**src/rtl/audio_dac_serializer.sv**
```systemverilog
// Stereo sample FIFO and serializer driving the WM8731 AUD_DACDAT pin from the Clk domain.
// Optional DAC_HOLD_LAST_EN: an underflowed frame repeats the last popped sample instead of muting.
//
// state | meaning
// IDLE  | not aligned to a frame; output held at 0 until the next LRCK 1->0
// LEFT  | serialising the left channel
// RIGHT | serialising the right channel
module audio_dac_serializer #(
    parameter int SAMPLE_W   = 16,
    parameter int SLOT_W     = 32,
    parameter int FIFO_DEPTH = 4,
    parameter int I2S_MODE   = 1
) (
    input  logic                          Clk,
    input  logic                          reset,
    input  logic                          AUD_BCLK,
    input  logic                          AUD_DACLRCK,
    input  logic [2*SAMPLE_W-1:0]         s_data,
    input  logic                          s_valid,
    output logic                          s_ready,
    output logic                          AUD_DACDAT,
    output logic                          Send_Done,
    output logic                          underflow,
    output logic [$clog2(FIFO_DEPTH):0]   fifo_level
);

    localparam int AW       = (FIFO_DEPTH > 1) ? $clog2(FIFO_DEPTH) : 1;
    localparam int LVL_W    = $clog2(FIFO_DEPTH) + 1;
    localparam int LOST_CNT = SLOT_W + SLOT_W / 2;
    localparam int CNT_W    = $clog2(LOST_CNT + 1);
    localparam int I2S_OFS  = (I2S_MODE != 0) ? 1 : 0;
    // Only when slot and sample widths match does the I2S-delayed LSB spill into the next slot.
    localparam bit CARRY_OK = (I2S_MODE != 0) && (SLOT_W == SAMPLE_W);

    typedef enum logic [1:0] {
        ST_IDLE  = 2'd0,
        ST_LEFT  = 2'd1,
        ST_RIGHT = 2'd2
    } state_t;

    logic              bclk_s1, bclk_sync, bclk_d;
    logic              lr_s1, lr_sync;
    logic              lr_cur, lr_prev;
    logic              bclk_fall, slot_start, frame_load;

    state_t            state_q, state_d;
    logic [CNT_W-1:0]  cnt_q, cnt_d, cnt_inc, bit_idx;
    logic              dat_q, dat_d;
    logic              emit, cur_bit;
    logic [SAMPLE_W-1:0] left_q, right_q, chan, chan_sh;

    logic [2*SAMPLE_W-1:0] mem [FIFO_DEPTH];
    logic [AW-1:0]     wr_ptr, rd_ptr;
    logic [LVL_W-1:0]  count_q, count_d;
    logic              ready_q;
    logic              push, pop, fifo_empty;
    logic [2*SAMPLE_W-1:0] head, fill_word, load_word;
    logic              send_done_q, underflow_q;

    // ---------------- input synchronisers and edge detect ----------------
    always_ff @(posedge Clk or negedge reset) begin
        if (!reset) begin
            bclk_s1   <= 1'b0;
            bclk_sync <= 1'b0;
            bclk_d    <= 1'b0;
            lr_s1     <= 1'b0;
            lr_sync   <= 1'b0;
            lr_prev   <= 1'b0;
        end else begin
            bclk_s1   <= AUD_BCLK;
            bclk_sync <= bclk_s1;
            bclk_d    <= bclk_sync;
            lr_s1     <= AUD_DACLRCK;
            lr_sync   <= lr_s1;
            if (bclk_fall) begin
                lr_prev <= lr_cur;
            end
        end
    end

    assign bclk_fall  = bclk_d & ~bclk_sync;
    assign lr_cur     = lr_sync;
    assign slot_start = bclk_fall && (lr_cur != lr_prev);
    assign frame_load = slot_start && !lr_cur && (state_q != ST_LEFT);

    // ---------------- sample FIFO ----------------
    assign fifo_empty = (count_q == '0);
    assign push       = s_valid && ready_q;
    assign pop        = frame_load && !fifo_empty;
    assign head       = mem[rd_ptr];

    always_ff @(posedge Clk) begin
        if (push) begin
            mem[wr_ptr] <= s_data;
        end
    end

    always_comb begin
        count_d = count_q;
        unique case ({push, pop})
            2'b10:   count_d = count_q + 1'b1;
            2'b01:   count_d = count_q - 1'b1;
            default: count_d = count_q;
        endcase
    end

    always_ff @(posedge Clk or negedge reset) begin
        if (!reset) begin
            wr_ptr  <= '0;
            rd_ptr  <= '0;
            count_q <= '0;
            ready_q <= 1'b1;
        end else begin
            if (push) begin
                wr_ptr <= wr_ptr + 1'b1;
            end
            if (pop) begin
                rd_ptr <= rd_ptr + 1'b1;
            end
            count_q <= count_d;
            ready_q <= (count_d != LVL_W'(FIFO_DEPTH));
        end
    end

    // ---------------- underflow fill value ----------------
`ifdef DAC_HOLD_LAST_EN
    logic [2*SAMPLE_W-1:0] last_q;

    always_ff @(posedge Clk or negedge reset) begin
        if (!reset) begin
            last_q <= '0;
        end else if (pop) begin
            last_q <= head;
        end
    end

    assign fill_word = last_q;
`else
    assign fill_word = '0;
`endif

    assign load_word = pop ? head : fill_word;

    // ---------------- bit selection ----------------
    assign cnt_inc = (cnt_q == CNT_W'(LOST_CNT)) ? cnt_q : cnt_q + 1'b1;
    assign bit_idx = cnt_inc - CNT_W'(I2S_OFS);
    assign emit    = (bit_idx < CNT_W'(SAMPLE_W)) && (bit_idx < CNT_W'(SLOT_W));
    assign chan    = (state_q == ST_LEFT) ? left_q : right_q;
    assign chan_sh = chan << bit_idx;
    assign cur_bit = chan_sh[SAMPLE_W-1];

    // ---------------- state machine ----------------
    always_comb begin
        state_d = state_q;
        cnt_d   = cnt_q;
        dat_d   = dat_q;
        if (bclk_fall) begin
            dat_d = 1'b0;
            if (slot_start) begin
                cnt_d = '0;
                if (!lr_cur) begin
                    if (state_q == ST_LEFT) begin
                        state_d = ST_IDLE;
                    end else begin
                        state_d = ST_LEFT;
                        if (I2S_MODE == 0) begin
                            dat_d = load_word[2*SAMPLE_W-1];
                        end else if (CARRY_OK && state_q == ST_RIGHT) begin
                            dat_d = right_q[0];
                        end
                    end
                end else begin
                    if (state_q == ST_LEFT) begin
                        state_d = ST_RIGHT;
                        if (I2S_MODE == 0) begin
                            dat_d = right_q[SAMPLE_W-1];
                        end else if (CARRY_OK) begin
                            dat_d = left_q[0];
                        end
                    end else if (state_q == ST_RIGHT) begin
                        state_d = ST_IDLE;
                    end
                end
            end else begin
                cnt_d = cnt_inc;
                // A slot running half again past its length means an LRCK edge was lost.
                if (state_q != ST_IDLE) begin
                    if (cnt_inc == CNT_W'(LOST_CNT)) begin
                        state_d = ST_IDLE;
                    end else if (emit) begin
                        dat_d = cur_bit;
                    end
                end
            end
        end
    end

    always_ff @(posedge Clk or negedge reset) begin
        if (!reset) begin
            state_q     <= ST_IDLE;
            cnt_q       <= '0;
            dat_q       <= 1'b0;
            left_q      <= '0;
            right_q     <= '0;
            send_done_q <= 1'b0;
            underflow_q <= 1'b0;
        end else begin
            state_q     <= state_d;
            cnt_q       <= cnt_d;
            dat_q       <= dat_d;
            send_done_q <= pop;
            underflow_q <= frame_load && fifo_empty;
            if (frame_load) begin
                left_q  <= load_word[2*SAMPLE_W-1:SAMPLE_W];
                right_q <= load_word[SAMPLE_W-1:0];
            end
        end
    end

    assign AUD_DACDAT = dat_q;
    assign Send_Done  = send_done_q;
    assign underflow  = underflow_q;
    assign s_ready    = ready_q;
    assign fifo_level = count_q;

endmodule

```
**config.mk**
```make
export PLATFORM = sky130hd
export DESIGN_NAME = audio_dac_serializer
export DESIGN_NICKNAME = d
export VERILOG_FILES = /design/src/rtl/audio_dac_serializer.sv
export SDC_FILE = /design/constraint.sdc
export NUM_CORES = 1
export LEC_CHECK = 0
export ABC_AREA = 1
export BUFFER_PORTS_ARGS = -buffer_cell sky130_fd_sc_hd__clkbuf_2
export CAP_MARGIN = 15
export CORE_ASPECT_RATIO = 0.8
export CORE_MARGIN = 1
export CORE_UTILIZATION = 57
export CTS_BUF_LIST = sky130_fd_sc_hd__clkbuf_8
export DETAILED_ROUTE_END_ITERATION = 6
export PLACE_DENSITY = 0.81
export SLEW_MARGIN = 40
export SYNTH_ARGS = -nofsm -noshare
export SYNTH_HDL_FRONTEND = slang
export SYNTH_SLANG_ARGS = --single-unit
```
**constraint.sdc**
```tcl
create_clock -name Clk -period 2.58 [get_ports Clk]
set_input_delay 0.516 -clock Clk [delete_from_list [all_inputs] [get_ports Clk]]
set_output_delay 0.516 -clock Clk [all_outputs]
set_load 0.02 [all_outputs]
```
==> impl_metrics.json <==
{
  "fp.dieH_um": 106,
  "cp_data_required_time_ns": 2.96,
  "avgSynthCellArea_um2": 12.0,
  "track_usage": 0.235,
  "leakage_uw": 0.00350,
  "areaGrowthSynthToFinish_pct": 10.4,
  "min_path_type": "primary input to async pin",
  "crit_path_start": "state_q[0]",
  "worstSetupPathType": "register to register",
  "finClkSkew_ns": 0.0138,
  "syn_area_um2": 7720,
  "ant_nets": 0,
  "dp_hpwl_um": 9050,
  "p_sw_uw": 3200,
  "seqPwrFrac": 0.480,
  "post-route-drc-count": 0,
  "wl_per_cell_um": 17.4,
  "clock_path_buffers": 2,
  "num_vias": 4981,
  "grt_pass1_wl_um": 24700,
  "numClockSinks": 185,
  "worst_pin_slew_ns": 0.666,
  "core_um2": 13000,
  "startpoint_type": "register",
  "drt-initial-drc-count": 359,
  "pin_count": 44,
  "cts_tree": "built",
  "dieWidth_um": 132,
  "rr_worst_depth": 11,
  "cp-endpoint": "s_ready",
  "mostFrequentLayoutCell": "edfxtp_1",
  "switching_share": 0.363,
  "wl_met2_um": 7220,
  "maxSlewViolCount": 0,
  "power_uw": 8820,
  "ys_seq_area_frac": 0.683,
  "first_pass_iters": 4,
  "crit_arrival_ns": 2.77,
  "placementRows": 37,
  "grt_max_degree": 99,
  "dr.max_layer_used": "met4",
  "antenna_found_initial": 0,
  "fin_nets": 738,
  "syn_inst": 645,
  "clock.fmax_mhz": 418,
  "port_buffers": 43,
  "htree_levels": 4,
  "cts-root-buf": "clkbuf_8",
  "period_share": 0.926,
  "r2r_setup_slack_ns": 0.19,
  "finalSetupTns_ns": 0,
  "r2r_end": "s_ready",
  "totalWireLength_um": 15200,
  "p_int_uw": 5620,
  "wl_met1_um": 6770,
  "wl_met3_um": 939,
  "place_congestion": 0.858,
  "cts_buffers": 17,
  "crit_fanout": 5,
  "yosys_register_bits": 185,
  "power_density_nw_per_um2": 1040,
  "yosysWarnings": 0,
  "reg2reg_from": "state_q[0]",
  "post_cts_buffers": 0,
  "rsz0062_at_grt": "false",
  "vdd_drop_max_uv": 654,
  "viasPerCell": 5.69,
  "status": "complete, no violations",
  "drv_cap": 0,
  "synth.net_count": 694,
  "relSlewSlack": 0.556,
  "end_kind": "register",
  "grt_pass1_vias": 4948,
  "dp_cells": 845,
  "dieArea_um2": 14000,
  "hold_viol": 0,
  "post-route-min-period_ns": 2.39,
  "finalSetupViolCount": 0,
  "overflow": 0,
  "clk_latency_ns": 0.47,
  "start_util": 0.593,
  "clkSlewWorstSetupHoldPaths_ns": 0.09,
  "p_clk_frac": 0.209,
  "final_cells": 876,
  "layout_common_cells": "128 x edfxtp_1, 117 x nand2_1, 73 x inv_1",
  "yosysUniqueCellTypes": 35,
  "antenna_cells": 0,
  "combPwrFrac": 0.311,
  "drive_gt1_frac": 0.160
}
[cell families after synthesis]
kind of cell | synth area share
multiplexers | 0.00908
AO/OA/AOI/OAI | 0.0994
flip-flops | 0.683
AND/OR/NAND/NOR | 0.123
XOR/XNOR | 0.00989
adder cells (fa/ha/maj) | 0.0204
buffers and inverters | 0.0554
[flip-flops by register name, summed over array words and instances, names as in the netlist]
| name | flops |
|---|---|
| wr_ptr | 2 |
| bclk_d | 1 |
| mem | 128 |
| fifo_level | 3 |
| right_q | 16 |
| lr_cur | 1 |
| s_ready | 1 |
| lr_prev | 1 |
| rd_ptr | 2 |
| lr_s1 | 1 |
| underflow | 1 |
| AUD_DACDAT | 1 |
| bclk_sync | 1 |
| left_q | 16 |
| bclk_s1 | 1 |
| cnt_q | 6 |
| state_q | 2 |
| Send_Done | 1 |
[cells in the mapped netlist (all sizes together)]
cell type / count / area, µm²
edfxtp: 128 / 3840
nand2: 124 / 498
inv: 73 / 274
nand3: 62 / 333
dfrtp: 56 / 1400
o21ai: 52 / 264
a21oi: 35 / 175
a32o: 26 / 260
clkbuf: 17 / 63.8
nor2: 16 / 70.1
buf: 13 / 81.3
ha: 11 / 138
mux2i: 7 / 70.1
xor2: 6 / 67.6
nand4: 5 / 31.3
o22ai: 5 / 31.3
a21boi: 2 / 15.0
a31oi: 1 / 21.3
clkinv: 1 / 8.76
dfstp: 1 / 26.3
fa: 1 / 20.0
nor4: 1 / 6.26
or2: 1 / 8.76
xnor2: 1 / 8.76
[critical path: stages (launching register included)]
cell and delay (ns):
dfrtp_1 0.40, ha_1 0.22, inv_1 0.19, nand3_2 0.14, a31oi_4 0.17, ha_1 0.17
inv_1 0.07, fa_1 0.39, a21oi_1 0.14, o21ai_0 0.11, xor2_1 0.23, nand2_1 0.08
[through the flow]
stage / worst slack, ns / hold WS [ns] / util / cell area (µm²)
global route: 0.0282 / 0.121 / 0.655 / 8520
floorplan: 0.0227 / 0.220 / - / 7720
global placement: 0.312 / 0.342 / 0.625 / 8130
detailed placement: 0.153 / 0.340 / 0.625 / 8130
CTS: 0.116 / 0.106 / 0.654 / 8500
finish: 0.190 / 0.0935 / 0.655 / 8520
[how the worst min path moves through the flow]
stage | cells after the start | slack [ns] | to | start
after floorplan | 0 | 0.22 | AUD_DACDAT | reset
after global placement | 0 | 0.34 | bclk_sync | bclk_s1
after detailed placement | 0 | 0.34 | bclk_sync | bclk_s1
after CTS | 2 | 0.11 | fifo_level[2] | reset
after global routing | 2 | 0.12 | fifo_level[0] | reset
final | 2 | 0.09 | fifo_level[2] | reset
[area by class of cell]
cell class | instances | area [µm²]
clock buffers | 17 | 234
well taps | 175 | 219
inverters | 74 | 283
clock inverters | 14 | 136
multi-input cells | 356 | 2040
fillers | 949 | 4490
flip-flops and latches | 185 | 5270
repair buffers | 55 | 334
[metal layers]
| layer | vias to the layer above | track usage |
|---|---|---|
| li1 | 2346 | - |
| met1 | 2426 | 0.319 |
| met2 | 184 | 0.375 |
| met3 | 25 | 0.0539 |
| met4 | 0 | 0.0831 |
| met5 | - | 0 |
[what timing repair did]
| item | 4_1_cts | 5_1_grt |
|---|---|---|
| hold endpoints to repair | 0 | 0 |
| resized for setup | 0 | 3 |
| hold buffers | 0 | 0 |
| setup endpoints to repair | 0 | 1 |
[power groups by stage]
stage	sequential (µW)	clock [µW]	combinational (µW)
2_1_floorplan	4220	0	1920
3_3_place_gp	4260	0	2550
3_5_place_dp	4290	0	2680
4_1_cts	4230	1860	2700
5_1_grt	4290	1990	3050
6_report	4230	1850	2740
No activity file was read; power rests on OpenSTA's default activity.
